--- config.mk ---
export PLATFORM = sky130hd
export DESIGN_NAME = uart_tx_buffer_flat
export DESIGN_NICKNAME = d
export VERILOG_FILES = /design/src/rtl/uart_tx_buffer_if.sv /design/src/rtl/uart_tx_buffer.sv /design/src/flat_wrapper.sv
export SDC_FILE = /design/constraint.sdc
export NUM_CORES = 1
export LEC_CHECK = 0
export ABC_CLOCK_PERIOD_IN_PS = 6300
export CAP_MARGIN = 10
export CELL_PAD_IN_SITES_DETAIL_PLACEMENT = 1
export CELL_PAD_IN_SITES_GLOBAL_PLACEMENT = 2
export CORE_ASPECT_RATIO = 0.9
export CORE_MARGIN = 1
export CORE_UTILIZATION = 44
export CTS_BUF_LIST = sky130_fd_sc_hd__clkbuf_8
export DETAILED_ROUTE_END_ITERATION = 16
export PLACE_DENSITY_LB_ADDON = 0.1
export SETUP_SLACK_MARGIN = 0.02
export SYNTH_ARGS = -nofsm -noshare
export SYNTH_HDL_FRONTEND = slang
export SYNTH_SLANG_ARGS = --single-unit
--- constraint.sdc ---
create_clock -name clk -period 6.3 [get_ports clk]
set_input_delay 1.26 -clock clk [delete_from_list [all_inputs] [get_ports clk]]
set_output_delay 1.26 -clock clk [all_outputs]
set_load 0.005 [all_outputs]
--- src/rtl/uart_tx_buffer_if.sv ---
`default_nettype none
// ============================================================================
// Module   : uart_tx_buffer_if
// Brief    : Producer-side write bus and uart_tx-side pacing handshake for
//            uart_tx_buffer. Modport slave is the buffer's own view.
// Revision : 1.0 - initial release
// ============================================================================
interface uart_tx_buffer_if #(
    parameter int ADDR_W = 4
) ();
    logic [7:0]      din;
    logic            din_vld;
    logic            full;
    logic            empty;
    logic [ADDR_W:0] usedw;
    logic            overflow;
    logic            tx_busy;
    logic [7:0]      tx_dout;
    logic            tx_dout_vld;

    modport slave (
        input  din, din_vld, tx_busy,
        output full, empty, usedw, overflow, tx_dout, tx_dout_vld
    );

    modport master (
        output din, din_vld, tx_busy,
        input  full, empty, usedw, overflow, tx_dout, tx_dout_vld
    );
endinterface
`default_nettype wire

--- src/rtl/uart_tx_buffer.sv ---
`default_nettype none
// ============================================================================
// Module   : uart_tx_buffer
// Brief    : Byte FIFO feeding uart_tx one strobe per frame, paced by tx_busy.
//            Define UART_TXBUF_DROP_CNT_EN to add the drop_cnt/drop_clr counter.
// Revision : 1.0 - initial release
// ============================================================================
module uart_tx_buffer #(
    parameter int ADDR_W  = 4,
    parameter int BUSY_TO = 16,
    parameter int GAP_CYC = 2
) (
    input  wire             clk,
    input  wire             rst,
`ifdef UART_TXBUF_DROP_CNT_EN
    input  wire             drop_clr,
    output logic [15:0]     drop_cnt,
`endif
    uart_tx_buffer_if.slave bus
);

    localparam int              c_DEPTH     = 2 ** ADDR_W;
    localparam logic [ADDR_W:0] c_FULL_CNT  = (ADDR_W + 1)'(c_DEPTH);
    localparam logic [7:0]      c_BUSY_LAST = 8'(BUSY_TO - 1);
    localparam logic [7:0]      c_GAP_LAST  = 8'((GAP_CYC == 0) ? 0 : GAP_CYC - 1);

    localparam logic [1:0] c_ST_IDLE    = 2'd0;
    localparam logic [1:0] c_ST_WAIT_HI = 2'd1;
    localparam logic [1:0] c_ST_WAIT_LO = 2'd2;
    localparam logic [1:0] c_ST_GAP     = 2'd3;

    logic [7:0]        r_mem [0:c_DEPTH-1];
    logic [ADDR_W-1:0] r_wr_ptr;
    logic [ADDR_W-1:0] r_rd_ptr;
    logic [ADDR_W:0]   r_count;
    logic              r_full;
    logic              r_empty;
    logic              r_overflow;
    logic [7:0]        r_tx_dout;
    logic              r_tx_dout_vld;
    logic [1:0]        r_state;
    logic [7:0]        r_timer;

    logic              w_wr;
    logic              w_pop;
    logic [ADDR_W:0]   w_count_nxt;

    // Both decisions use registered flags, so a pop never makes room for a
    // write in the same cycle.
    assign w_wr        = bus.din_vld & ~r_full;
    assign w_pop       = (r_state == c_ST_IDLE) & ~r_empty & ~bus.tx_busy;
    assign w_count_nxt = r_count + (ADDR_W + 1)'(w_wr) - (ADDR_W + 1)'(w_pop);

    always_ff @(posedge clk) begin
        if (w_wr) begin
            r_mem[r_wr_ptr] <= bus.din;
        end
    end

    always_ff @(posedge clk) begin
        if (rst) begin
            r_wr_ptr      <= '0;
            r_rd_ptr      <= '0;
            r_count       <= '0;
            r_full        <= 1'b0;
            r_empty       <= 1'b1;
            r_overflow    <= 1'b0;
            r_tx_dout     <= 8'h00;
            r_tx_dout_vld <= 1'b0;
            r_state       <= c_ST_IDLE;
            r_timer       <= 8'd0;
        end else begin
            r_overflow    <= bus.din_vld & r_full;
            r_tx_dout_vld <= 1'b0;
            r_count       <= w_count_nxt;
            r_full        <= (w_count_nxt == c_FULL_CNT);
            r_empty       <= (w_count_nxt == '0);
            if (w_wr) begin
                r_wr_ptr <= r_wr_ptr + 1'b1;
            end

            case (r_state)
                c_ST_IDLE: begin
                    if (w_pop) begin
                        r_tx_dout     <= r_mem[r_rd_ptr];
                        r_tx_dout_vld <= 1'b1;
                        r_rd_ptr      <= r_rd_ptr + 1'b1;
                        r_timer       <= 8'd0;
                        r_state       <= c_ST_WAIT_HI;
                    end
                end
                c_ST_WAIT_HI: begin
                    // A uart_tx that never raises busy must not stall the queue.
                    if (bus.tx_busy) begin
                        r_state <= c_ST_WAIT_LO;
                    end else if (r_timer == c_BUSY_LAST) begin
                        r_timer <= 8'd0;
                        r_state <= c_ST_GAP;
                    end else begin
                        r_timer <= r_timer + 8'd1;
                    end
                end
                c_ST_WAIT_LO: begin
                    if (!bus.tx_busy) begin
                        r_timer <= 8'd0;
                        r_state <= c_ST_GAP;
                    end
                end
                c_ST_GAP: begin
                    if (r_timer == c_GAP_LAST) begin
                        r_state <= c_ST_IDLE;
                    end else begin
                        r_timer <= r_timer + 8'd1;
                    end
                end
                default: begin
                    r_state <= c_ST_IDLE;
                end
            endcase
        end
    end

    assign bus.full        = r_full;
    assign bus.empty       = r_empty;
    assign bus.usedw       = r_count;
    assign bus.overflow    = r_overflow;
    assign bus.tx_dout     = r_tx_dout;
    assign bus.tx_dout_vld = r_tx_dout_vld;

`ifdef UART_TXBUF_DROP_CNT_EN
    logic [15:0] r_drop_cnt;

    always_ff @(posedge clk) begin
        if (rst) begin
            r_drop_cnt <= 16'h0000;
        end else if (drop_clr) begin
            r_drop_cnt <= 16'h0000;
        end else if (r_overflow && (r_drop_cnt != 16'hFFFF)) begin
            r_drop_cnt <= r_drop_cnt + 16'h0001;
        end
    end

    assign drop_cnt = r_drop_cnt;
`endif

endmodule
`default_nettype wire

--- src/flat_wrapper.sv ---
// flat-port wrapper written by rule: the top's interface ports become plain ports
module uart_tx_buffer_flat 
#(
    parameter int ADDR_W  = 4,
    parameter int BUSY_TO = 16,
    parameter int GAP_CYC = 2
)
  (clk, rst, bus_din, bus_din_vld, bus_tx_busy, bus_full, bus_empty, bus_usedw, bus_overflow, bus_tx_dout, bus_tx_dout_vld);
  uart_tx_buffer_if #(.ADDR_W(ADDR_W)) bus_i ();
  input  wire clk;
  input  wire rst;
  input wire logic [$bits(bus_i.din)-1:0] bus_din;
  input wire logic [$bits(bus_i.din_vld)-1:0] bus_din_vld;
  input wire logic [$bits(bus_i.tx_busy)-1:0] bus_tx_busy;
  output wire logic [$bits(bus_i.full)-1:0] bus_full;
  output wire logic [$bits(bus_i.empty)-1:0] bus_empty;
  output wire logic [$bits(bus_i.usedw)-1:0] bus_usedw;
  output wire logic [$bits(bus_i.overflow)-1:0] bus_overflow;
  output wire logic [$bits(bus_i.tx_dout)-1:0] bus_tx_dout;
  output wire logic [$bits(bus_i.tx_dout_vld)-1:0] bus_tx_dout_vld;
  assign bus_i.din = bus_din;
  assign bus_i.din_vld = bus_din_vld;
  assign bus_i.tx_busy = bus_tx_busy;
  assign bus_full = bus_i.full;
  assign bus_empty = bus_i.empty;
  assign bus_usedw = bus_i.usedw;
  assign bus_overflow = bus_i.overflow;
  assign bus_tx_dout = bus_i.tx_dout;
  assign bus_tx_dout_vld = bus_i.tx_dout_vld;
  uart_tx_buffer #(.ADDR_W(ADDR_W), .BUSY_TO(BUSY_TO), .GAP_CYC(GAP_CYC)) u_core (.clk(clk), .rst(rst), .bus(bus_i));
endmodule
==> results of run 1 <==
-- registers in the layout, indices dropped and copies added, names as in the netlist --
register                count
u_core.r_wr_ptr             4
u_core.bus.tx_dout          8
u_core.bus.full             1
u_core.r_timer              8
u_core.r_mem              128
u_core.bus.usedw            5
u_core.bus.overflow         1
u_core.bus.tx_dout_vld      1
u_core.r_rd_ptr             4
u_core.bus.empty            1
u_core.r_state              2
-- layer usage --
metal,wire (µm),global-route usage (%),up-vias
met2,6522,30.42,55
li1,-,-,1611
met5,0,0,-
met3,462,3.861,11
met4,146,6.691,0
met1,6910,27.89,1793
-- worst max-delay path by stage --
stage	start	endpoint	depth (start not counted)
after detailed placement	bus_tx_busy	u_core.bus.full	12
after CTS	bus_tx_busy	u_core.bus.full	12
final	bus_tx_busy	u_core.bus.full	12
after floorplan	bus_tx_busy	u_core.bus.empty	11
after global routing	bus_tx_busy	u_core.bus.full	12
after global placement	bus_tx_busy	u_core.bus.empty	12
-- per-stage QoR --
step	cell area [µm²]	power [mW]	hold WS, ps
6_report	7551	2.746	507.3
5_1_grt	7551	2.881	544.3
4_1_cts	7551	2.778	516.1
3_5_place_dp	7108	1.939	503.8
3_3_place_gp	7108	1.929	491.8
2_1_floorplan	6600	1.725	470.9
-- cells by family (layout without fill, tap and decap cells) --
logic type,Yosys count,in the layout,synth area share (%)
muxes,49,49,13.50
DFF,163,163,68.85
and+or+nand+nor,89,89,6.635
buffers and inverters,33,82,1.971
xor gates and xnor gates,15,15,1.991
AOI/OAI and AO/OA,31,31,3.526
adders and majority gates,18,18,3.526
-- cells in the mapped netlist (8+ instances only) --
master / count / area share, %
ha_1: 17 / 3.2
clkbuf_1: 10 / 0.57
nand2_1: 16 / 0.91
xor2_1: 12 / 1.6
nand3_1: 12 / 0.91
edfxtp_1: 128 / 58
nor2_1: 30 / 1.7
mux2i_1: 17 / 2.6
mux4_2: 32 / 11
o221ai_1: 8 / 1.1
inv_1: 14 / 0.80
dfxtp_1: 35 / 11
-- power by group --
part / switching (mW) / internal, mW / total [mW]
Clock: 0.365 / 0.475 / 0.840
Sequential: 0.0506 / 1.23 / 1.28
Combinational: 0.319 / 0.303 / 0.622
Total: 0.735 / 2.01 / 2.75
-- cell type report --
type	instances	area (µm²)
well taps	198	247.7
clock buffers	18	247.7
fillers	1365	7111
multi-input cells	202	1926
clock inverters	14	195.2
repair buffers	35	332.8
flip-flops and latches	163	4546
inverters	15	56.30
==> run summary, run 1 <==
Status -> finished, final reports clean
Critical path required time -> 6630 ps
Final core utilization -> 51.50%
Post-Syn Area -> 0.006600 mm²
Die H -> 118.2 µm
Fin. max-slew vios -> 0
Tmin final -> 3893 ps
Kind of start point of the critical path -> primary input
Syn_nets -> 428
Die area -> 0.01549 mm²
Vias in the first global route -> 3723
DRT iter0 DRCs -> 224
Hold path startpoint -> u_core.bus.full
Initial Util -> 45.02%
Hold_buf cts -> 0
Post-Layout Cell Count -> 645
Main synth FF type -> edfxtp_1
Post-synth ARST share -> 0%
Post-Route Skew -> 10.92 ps
Clock slew at reported path FFs -> 80 ps
CTS tree -> yes
Slew Limit Headroom -> 33.95%
R2R Setup Slk -> 3120 ps
Reg-to-Reg Start -> u_core.r_state[0]
Core area -> 0.01466 mm²
Vias per inst -> 5.380
TritonCTS Buffers -> 17
Final Hold Fails -> 0
Crit. End Element -> flip-flop
Post-CTS setup-driven buffer insertion count -> 0
Clk_lat worst skew -> 440 ps
Final net count -> 464
Sequential area share after synthesis -> 68.85%
Cell leakage power -> 2.451 nW
CTS resizes -> 0
Clk buf depth -> 2
DRT Wirelength -> 14040 µm
RSZ-0062 raised after global routing -> no
Placed cell count -> 613
Place WS -> 1919 ps
Gr usage total -> 19.66%
Share of cells above drive strength 1 -> 16.55%
Via count -> 3470
Clk root buf -> clkbuf_8
Pre-antenna DRT Iters -> 4
Layout area overhead -> 14.41%
DRC Markers -> 0
Synth cell types -> 44
RR Endpoint -> u_core.bus.full
Final antenna-violating net count -> 0
IO Port Bufs -> 28
Gate count after technology mapping -> 398
Hold Path End -> u_core.bus.overflow
Arrival time at the worst endpoint -> 4230 ps
Achievable Freq -> 256.9 MHz
WP buf/inv -> 3
Worst-Margin Slew -> 987.0 ps
Hold Path Class -> flip-flop to flip-flop
Antenna diode count -> 0
Critical-path cell list -> clkdlybuf4s50_1 -> nor2_1 -> nand2_1 -> inv_1 -> ha_1 -> inv_1 -> ha_1 -> fa_1 -> a21o_1 -> a21oi_1 -> xnor2_1 -> nor4bb_1
Hold depth -> 1
Period utilization -> 61.80%
Pin count of the biggest net entering global routing -> 36
Syn Area/Cell -> 16.58 µm²
Num ports -> 29
Critical Path Fanout Max -> 12
Post-DP HPWL -> 8913 µm
WL per Instance -> 21.77 µm
Setup TNS -> 0 ps
Crit-path slowest cell -> clkdlybuf4s50_1
Yosys warnings -> 0
Wire length of the first global-routing pass -> 21910 µm
Setup violators final -> 0
H-Tree Depth -> 4
PnR worst setup slack -> 2407 ps
Seq cells post-synth -> 163
Commonest non-fill, non-tap cell in the layout -> edfxtp_1
Max-capacitance violation count -> 0
Crit Path Category -> primary input to flip-flop
Clock Sinks -> 163
Pwr per Cell Area -> 363.6 mW/mm²
Initial antenna violation count -> 0
Most frequent cells in the layout -> edfxtp_1, dfxtp_1, mux4_2
R2R depth -> 12
Delay-heaviest family, CP -> adder cells
Row count -> 42
Routability Congestion -> 0.7574
Peak supply drop -> 0.0003005 V
Die width -> 131.1 µm
Total grt overflow -> 0
Number of flops mapped to enable cells by yosys -> 128
Crit-path max cell delay -> 550 ps
Power figures use the tool's default switching activity.
==> inputs of run 2 (changes only) <==
ABC_CLOCK_PERIOD_IN_PS = 3700   (was 6300)
clock period = 3.7 ns   (was 6.3 ns; I/O delays follow)
==> run summary, run 2 (synthesis gave the netlist of run 1 again) <==
Wire length of the first global-routing pass -> 21890 µm
Crit Path Category -> primary input to flip-flop
Share of cells above drive strength 1 -> 19.87%
Pre-antenna DRT Iters -> 4
Max-capacitance violation count -> 0
Final antenna-violating net count -> 0
Sw Pwr -> 1.291 mW
Place WS -> 312.2 ps
Design area -> 0.007645 mm²
Antenna diode count -> 0
Clock slew at reported path FFs -> 90 ps
Fin. max-slew vios -> 0
Achievable Freq -> 340.2 MHz
Total power -> 4.551 mW
Pwr per Cell Area -> 595.3 mW/mm²
Slew Limit Headroom -> 53.06%
Die width -> 131.1 µm
Crit-path max cell delay -> 550 ps
Post-Route Skew -> 10.93 ps
TritonCTS Buffers -> 17
CTS resizes -> 0
Period utilization -> 79.44%
Peak supply drop -> 0.0003121 V
DRT iter0 DRCs -> 172
Biggest register -> u_core.r_mem
Switch share -> 28.37%
Status -> finished, final reports clean
Die area -> 0.01549 mm²
Worst-Margin Slew -> 698.1 ps
Commonest non-fill, non-tap cell in the layout -> edfxtp_1
Layout area overhead -> 15.83%
RSZ-0062 raised after global routing -> no
Pin count of the biggest net entering global routing -> 36
DRC Markers -> 0
Die H -> 118.2 µm
Tmin final -> 2939 ps
Critical Path Fanout Max -> 6
Clk_lat worst skew -> 450 ps
Kind of start point of the critical path -> primary input
Critical-path cell list -> clkdlybuf4s50_1 -> nor2_1 -> nand2_1 -> inv_1 -> ha_1 -> inv_1 -> ha_1 -> fa_1 -> xor2_1 -> or3_1 -> nor4bb_1
Arrival time at the worst endpoint -> 3300 ps
Vias per inst -> 5.380
WL per Instance -> 21.14 µm
PnR worst setup slack -> 760.8 ps
Internal power -> 3.260 mW
Clock power frac -> 28.4%
Num ports -> 29
IO Port Bufs -> 28
Hold Path Class -> flip-flop to flip-flop
Post-DP Area -> 0.007241 mm²
Hold_buf cts -> 0
Vias in the first global route -> 3772
Combinational power share -> 23.9%
Gr usage total -> 19.50%
Final Hold Fails -> 0
Critical path required time -> 4060 ps
Post-DP HPWL -> 9206 µm
Via count -> 3556
Crit. End Element -> flip-flop
Post-CTS setup-driven buffer insertion count -> 0
Crit-path slowest cell -> clkdlybuf4s50_1
Setup violators final -> 0
Core area -> 0.01466 mm²
Most frequent cells in the layout -> edfxtp_1, dfxtp_1, mux4_2
DRT Wirelength -> 13980 µm
Setup TNS -> 0 ps
H-Tree Depth -> 4
Seq pwr share -> 47.8%
Row count -> 42
Total grt overflow -> 0
Initial antenna violation count -> 0
Clock Sinks -> 163
CTS tree -> yes
Initial Util -> 45.02%
Cell leakage power -> 2.494 nW
Routability Congestion -> 0.7068
Final net count -> 480
Clk buf depth -> 2
Clk root buf -> clkbuf_8
Number of flip-flops in the largest register -> 128
==> run 2: cell types whose count changed in the layout (fill, tap and decap cells not counted), sizes merged <==
cell,before,now
inv,16,18
clkinv,8,4
bufinv,5,2
clkinvlp,0,5
buf,7,23
==> run 2: power by group through the flow <==
stage                     clock, mW  combinational, mW  sequential, mW
after CTS                      1.33               1.11            2.18
after global routing           1.39               1.20            2.19
final                          1.29               1.09            2.17
after detailed placement          0               1.10            2.22
after floorplan                   0              0.741            2.20
after global placement            0               1.08            2.21
==> run 2: area by class of cell <==
cell class	count	area (µm²)
Clock inverter	14	156.4
Timing Repair Buffer	51	465.4
Tap cell	198	247.7
Inverter	15	56.30
Fill cell	1405	7017
Sequential cell	163	4546
Multi-Input combinational cell	202	1926
Clock buffer	18	247.7
==> run 2: routing by layer <==
layer | vias to the layer above | global-route usage [%] | wire (µm)
met3 | 11 | 4.076 | 385
met2 | 45 | 31.95 | 7018
met4 | 0 | 6.618 | 127
met5 | - | 0 | 0
met1 | 1856 | 25.93 | 6444
li1 | 1644 | - | -
==> run 2: critical path: cells and delay by family <==
family	cells	cell delay [ps]
adder cells (fa/ha/maj)	3	920
XOR/XNOR	1	180
buffers and inverters	3	700
AND/OR/NAND/NOR	4	760
==> run 2: per-stage QoR <==
| step | util (%) | hold WS [ps] | std cells |
|---|---|---|---|
| after global placement | 49.39 | 467.0 | 629 |
| after global routing | 52.14 | 540.9 | 661 |
| final | 52.14 | 494.6 | 661 |
| after floorplan | - | 470.9 | 398 |
| after detailed placement | 49.39 | 479.7 | 629 |
| after CTS | 52.14 | 506.5 | 661 |
==> run 2: path summary, 6_finish.rpt <==
path                    startpoint                    end  slack, ps  depth (start not counted)
max reg2reg      u_core.r_state[0]        u_core.bus.full        950                         11
min          u_core.bus.tx_dout[2]  u_core.bus.tx_dout[2]        490                          2
max                    bus_tx_busy        u_core.bus.full        760                         11
min reg2reg  u_core.bus.tx_dout[2]  u_core.bus.tx_dout[2]        490                          2
==> RTL change 1: new RTL, config.mk and constraints of run 2 <==
`ADDR_W` is set to 4 in 3 places; all go to 5.
--- a/src/rtl/uart_tx_buffer_if.sv
+++ b/src/rtl/uart_tx_buffer_if.sv
@@ -7,5 +7,5 @@
 // ============================================================================
 interface uart_tx_buffer_if #(
-    parameter int ADDR_W = 4
+    parameter int ADDR_W = 5
 ) ();
     logic [7:0]      din;
--- a/src/rtl/uart_tx_buffer.sv
+++ b/src/rtl/uart_tx_buffer.sv
@@ -7,5 +7,5 @@
 // ============================================================================
 module uart_tx_buffer #(
-    parameter int ADDR_W  = 4,
+    parameter int ADDR_W  = 5,
     parameter int BUSY_TO = 16,
     parameter int GAP_CYC = 2
--- a/src/flat_wrapper.sv
+++ b/src/flat_wrapper.sv
@@ -2,5 +2,5 @@
 module uart_tx_buffer_flat 
 #(
-    parameter int ADDR_W  = 4,
+    parameter int ADDR_W  = 5,
     parameter int BUSY_TO = 16,
     parameter int GAP_CYC = 2
Ports: changed (resized bus_usedw); port bits go from 29 to 30. No check against the original RTL was run, so the function may have changed too.
==> RTL change 1 against run 2 <==
Synthesized area grew 80%. Via count grew 85%. Final cell count grew 83%. Worst setup slack gained 0.086 ns. Design area grew 78%. Total power grew 78%. Routed wire length grew 99%. Synthesized cell count grew 85%. Global-route usage grew 1.6 points. Register-to-register slack lost 0.10 ns. Clock power grew 100%. Die area grew 78%. Sequential cell count grew 131. Critical path type is now register to register. Critical endpoint unchanged. Highest routed layer unchanged.
==> RTL change 1: results (changes against run 2) <==
CTS
--------------------------------------------------------------------------------------------------
Worst-case clock buffer depth .......................................................            3   +1
Worst-Skew Late Latency .............................................................      0.57 ns   +0.12 ns
Number of CTS-inserted buffers ......................................................           48   +31
Clock transition time at the flip-flop clock pins of the worst setup and hold paths .      0.06 ns   -0.03 ns
Depth of the CTS H-tree .............................................................            2   -2

SYNTH
--------------------------------------------------------------------------------------------------
Ranking of synthesized cells by area ................................................ sky130_fd_sc_hd__edfxtp_1 65%, sky130_fd_sc_hd__dfxtp_1 6.4%, sky130_fd_sc_hd__mux2i_1 5.6%
Number of enable-type register cells in the synthesized netlist .....................          256   +100%
Number of distinct library cell variants in the gate-level netlist after synthesis ..           53   +20%
Net count after synthesis ...........................................................          766   +79%
Cell types with the highest counts after synthesis .................................. 256 x sky130_fd_sc_hd__edfxtp_1, 81 x sky130_fd_sc_hd__nor2_1, 67 x sky130_fd_sc_hd__mux2i_1

PLACE
--------------------------------------------------------------------------------------------------
Final Wtd Congestion ................................................................        0.781   +11%
Input/output buffers ................................................................           29   +3.6%
Worst slack at placement ............................................................     0.340 ns   +0.0283 ns
Half-perimeter wire length of the detailed placement result .........................      17.9 mm   +94%

CRITICAL PATH
--------------------------------------------------------------------------------------------------
Largest incremental delay on the critical path ......................................      0.42 ns   -0.13 ns
Worst R2R Path Depth ................................................................           13   +2
Maximum fanout encountered on the critical timing path ..............................            5   -1
Signal arrival time at the worst endpoint ...........................................      3.29 ns   about the same
First element of the critical path .................................................. u_core.r_state[1]

STA
--------------------------------------------------------------------------------------------------
Final Skew ..........................................................................    0.0305 ns   +0.0196 ns
Actual slew at the worst max-slew pin ...............................................     0.873 ns   +0.175 ns

CELLS AND AREA
--------------------------------------------------------------------------------------------------
# nets final ........................................................................          858   +79%
Layout cells sized above 1 ..........................................................        16.1%   -3.7 points

GLOBAL ROUTE
--------------------------------------------------------------------------------------------------
All-layer global routing usage ......................................................        21.1%   +1.6 points
Via count of the first global-routing pass ..........................................        7,062   +87%

DETAILED ROUTING
--------------------------------------------------------------------------------------------------
Avg Vias per Cell ...................................................................         5.43   +0.87%
Final wirelength ....................................................................      27.8 mm   +99%

RUN STATUS
--------------------------------------------------------------------------------------------------
Status ..............................................................................    completed

PWR
--------------------------------------------------------------------------------------------------
Cell leakage power ..................................................................      4.55 nW   +83%

-- RTL change 1: metrics by stage --
step,area [um^2],cells,util (%)
2_1_floorplan,11900,735,-
3_3_place_gp,12700,1125,48.5
3_5_place_dp,12700,1125,48.5
4_1_cts,13600,1210,51.9
5_1_grt,13600,1210,51.9
6_report,13600,1210,51.9
-- RTL change 1: logic make-up after synthesis --
kind of cell / count (synthesis) / synth area share, %
adders and majority gates: 19 / 2.06
AOI/OAI and AO/OA: 80 / 4.50
buffers and inverters: 51 / 2.26
muxes: 99 / 11.9
xor gates and xnor gates: 17 / 1.25
DFF: 294 / 71.1
and+or+nand+nor: 175 / 6.91
-- RTL change 1: worst min-delay path by stage --
stage / cells past startpoint / start / slack, ns / to
6_report: 2 / u_core.bus.tx_dout[2] / 0.46 / u_core.bus.tx_dout[2]
3_3_place_gp: 1 / u_core.bus.tx_dout[6] / 0.44 / u_core.bus.tx_dout[6]
2_1_floorplan: 2 / u_core.bus.tx_dout[1] / 0.44 / u_core.bus.tx_dout[1]
3_5_place_dp: 2 / u_core.bus.tx_dout[2] / 0.46 / u_core.bus.tx_dout[2]
5_1_grt: 2 / u_core.bus.tx_dout[2] / 0.48 / u_core.bus.tx_dout[2]
4_1_cts: 2 / u_core.bus.tx_dout[2] / 0.47 / u_core.bus.tx_dout[2]
-- RTL change 1: where the power goes --
group / internal, mW / switching, mW
clock network: 1.38 / 1.24
registers: 3.73 / 0.166
logic: 0.717 / 0.872
-- RTL change 1: area by class of cell --
class	instances	area share, %
multi-input combinational	390	23.2
inverter	19	0.523
tap	348	3.19
timing repair buffer	74	4.61
clock inverter	32	1.14
sequential	294	62.0
clock buffer	53	5.35
-- RTL change 1: layer usage --
layer / up-vias / part of all wire, % / GRT usage, %
met5: - / 0 / 0
met4: 0 / 1.9 / 7.41
met3: 44 / 5.2 / 3.51
met2: 143 / 47 / 33.5
met1: 3359 / 46 / 29.4
li1: 3020 / - / -
-- RTL change 1: tightest hold or removal path: stages, from the launching register on --
cell	delay, ns
sky130_fd_sc_hd__dfxtp_1	0.31
sky130_fd_sc_hd__nand2_1	0.06
sky130_fd_sc_hd__o21ai_1	0.05
==> RTL change 2: new RTL, settings of run 2 <==
Without the edit above. `BUSY_TO` is set to 16 in 2 places; all go to 12.
--- a/src/rtl/uart_tx_buffer.sv
+++ b/src/rtl/uart_tx_buffer.sv
@@ -8,5 +8,5 @@
 module uart_tx_buffer #(
     parameter int ADDR_W  = 4,
-    parameter int BUSY_TO = 16,
+    parameter int BUSY_TO = 12,
     parameter int GAP_CYC = 2
 ) (
--- a/src/flat_wrapper.sv
+++ b/src/flat_wrapper.sv
@@ -3,5 +3,5 @@
 #(
     parameter int ADDR_W  = 4,
-    parameter int BUSY_TO = 16,
+    parameter int BUSY_TO = 12,
     parameter int GAP_CYC = 2
 )
Check against the original RTL: same outputs for any inputs over 10 cycles, from zero or initial values and one cycle with rst high; that may be too few to reach the edited logic, so the function may still have changed.
==> RTL change 2 against run 2 <==
Non-clock buffer count rose by 1. Routed wire length fell by 2.5%. Design area fell by 0.51%. First-iteration DRC count rose by 69%. Hold slack improved by 0.0086 ns. Worst setup slack improved by 0.15 ns. Clock power fell by 8%. Total power fell by 1.8%. Sequential power rose by 2%. Critical endpoint unchanged. Critical path depth rose by 1. Final cell count rose by 0.15%. Sequential cell count did not move. Synthesized area rose by 0.28%.
==> RTL change 2: results (changes against run 2) <==
RUN STATUS
----------------------------------------------------------------------------
Status ........................................................    completed

SYNTH
----------------------------------------------------------------------------
Average size of a mapped cell .................................    16.5 um^2   -0.71%
Net count after synthesis .....................................          432   +0.93%
Complex-gate fraction of the synthesized area .................        4.10%   +0.58 points
Post-synthesis share of cell area spent on xor and xnor gates .        1.72%   -0.27 points

GLOBAL ROUTE
----------------------------------------------------------------------------
Met2 Usage GRT ................................................        29.0%   -3.0 points
Via count of the first global-routing pass ....................        3,759   -0.34%
Met1 track demand over resource ...............................        27.0%   +1.1 points
All-layer global routing usage ................................        19.1%   -0.41 points
Global routing usage on met3 ..................................        3.86%   -0.21 points

STA
----------------------------------------------------------------------------
Worst Hold Margin .............................................     0.503 ns   +0.00862 ns
Final Skew ....................................................   0.00741 ns   -0.00352 ns
Maximum operating frequency ...................................    0.358 GHz   +5.2%
Headroom to the max-slew limit ................................        40.8%   -12 points

CRITICAL PATH
----------------------------------------------------------------------------
Maximum fanout encountered on the critical timing path ........            3   -3
Worst R2R Path Depth ..........................................           12   +1
Signal arrival time at the worst endpoint .....................      3.15 ns   -0.15 ns

PLACE
----------------------------------------------------------------------------
Number of placed cells counting well taps .....................          632   +0.48%
Half-perimeter wire length of the detailed placement result ...      9.28 mm   +0.78%

CELLS AND AREA
----------------------------------------------------------------------------
# fillers .....................................................        1,430   +1.8%
# nets final ..................................................          483   +0.63%
Number of multi-input combinational cells .....................          203   +0.50%
Post-route core utilization ...................................        51.7%   -0.45 points
Clock buffers and inverters, area share .......................        4.66%   -0.63 points
Proportion of final cell area spent on non-clock buffers ......        6.22%   +0.13 points
Count of inverters not on the clock network in the layout .....           16   +1

DETAILED ROUTING
----------------------------------------------------------------------------
Routed length on met1 .........................................      6.50 mm   +0.87%
Total via count in the routed design ..........................        3,581   +0.70%
Routed met2 length ............................................      6.34 mm   -9.7%
Avg Vias per Cell .............................................         5.41   +0.55%
Metal3 WL .....................................................       597 um   +55%
Final wirelength ..............................................      13.6 mm   -2.5%

PWR
----------------------------------------------------------------------------
Cell leakage power ............................................      2.47 nW   -1.1%

-- RTL change 2: changes by cell type in the layout (fill, tap and decap cells not counted), moves of 3 or more --
cell and delta:
sky130_fd_sc_hd__a21oi_1 +5, sky130_fd_sc_hd__xor2_1 -5, sky130_fd_sc_hd__or4_1 +3, sky130_fd_sc_hd__clkinvlp_4 -3
sky130_fd_sc_hd__clkinv_2 +5, sky130_fd_sc_hd__xnor2_1 +3
-- RTL change 2: cells by family (layout without fill, tap and decap cells) --
family	count (synthesis)	in the layout
compound gates	37	37
xor+xnor	13	13
fa+ha+maj	18	18
buf+inv	36	98
flops	163	163
mux	49	49
simple gates	86	86
-- RTL change 2: power by group --
group	internal [mW]	leakage, nW	switching, mW
logic	0.547	0.845	0.520
registers	2.10	1.44	0.113
clock network	0.578	0.179	0.609
total	3.22	2.47	1.24
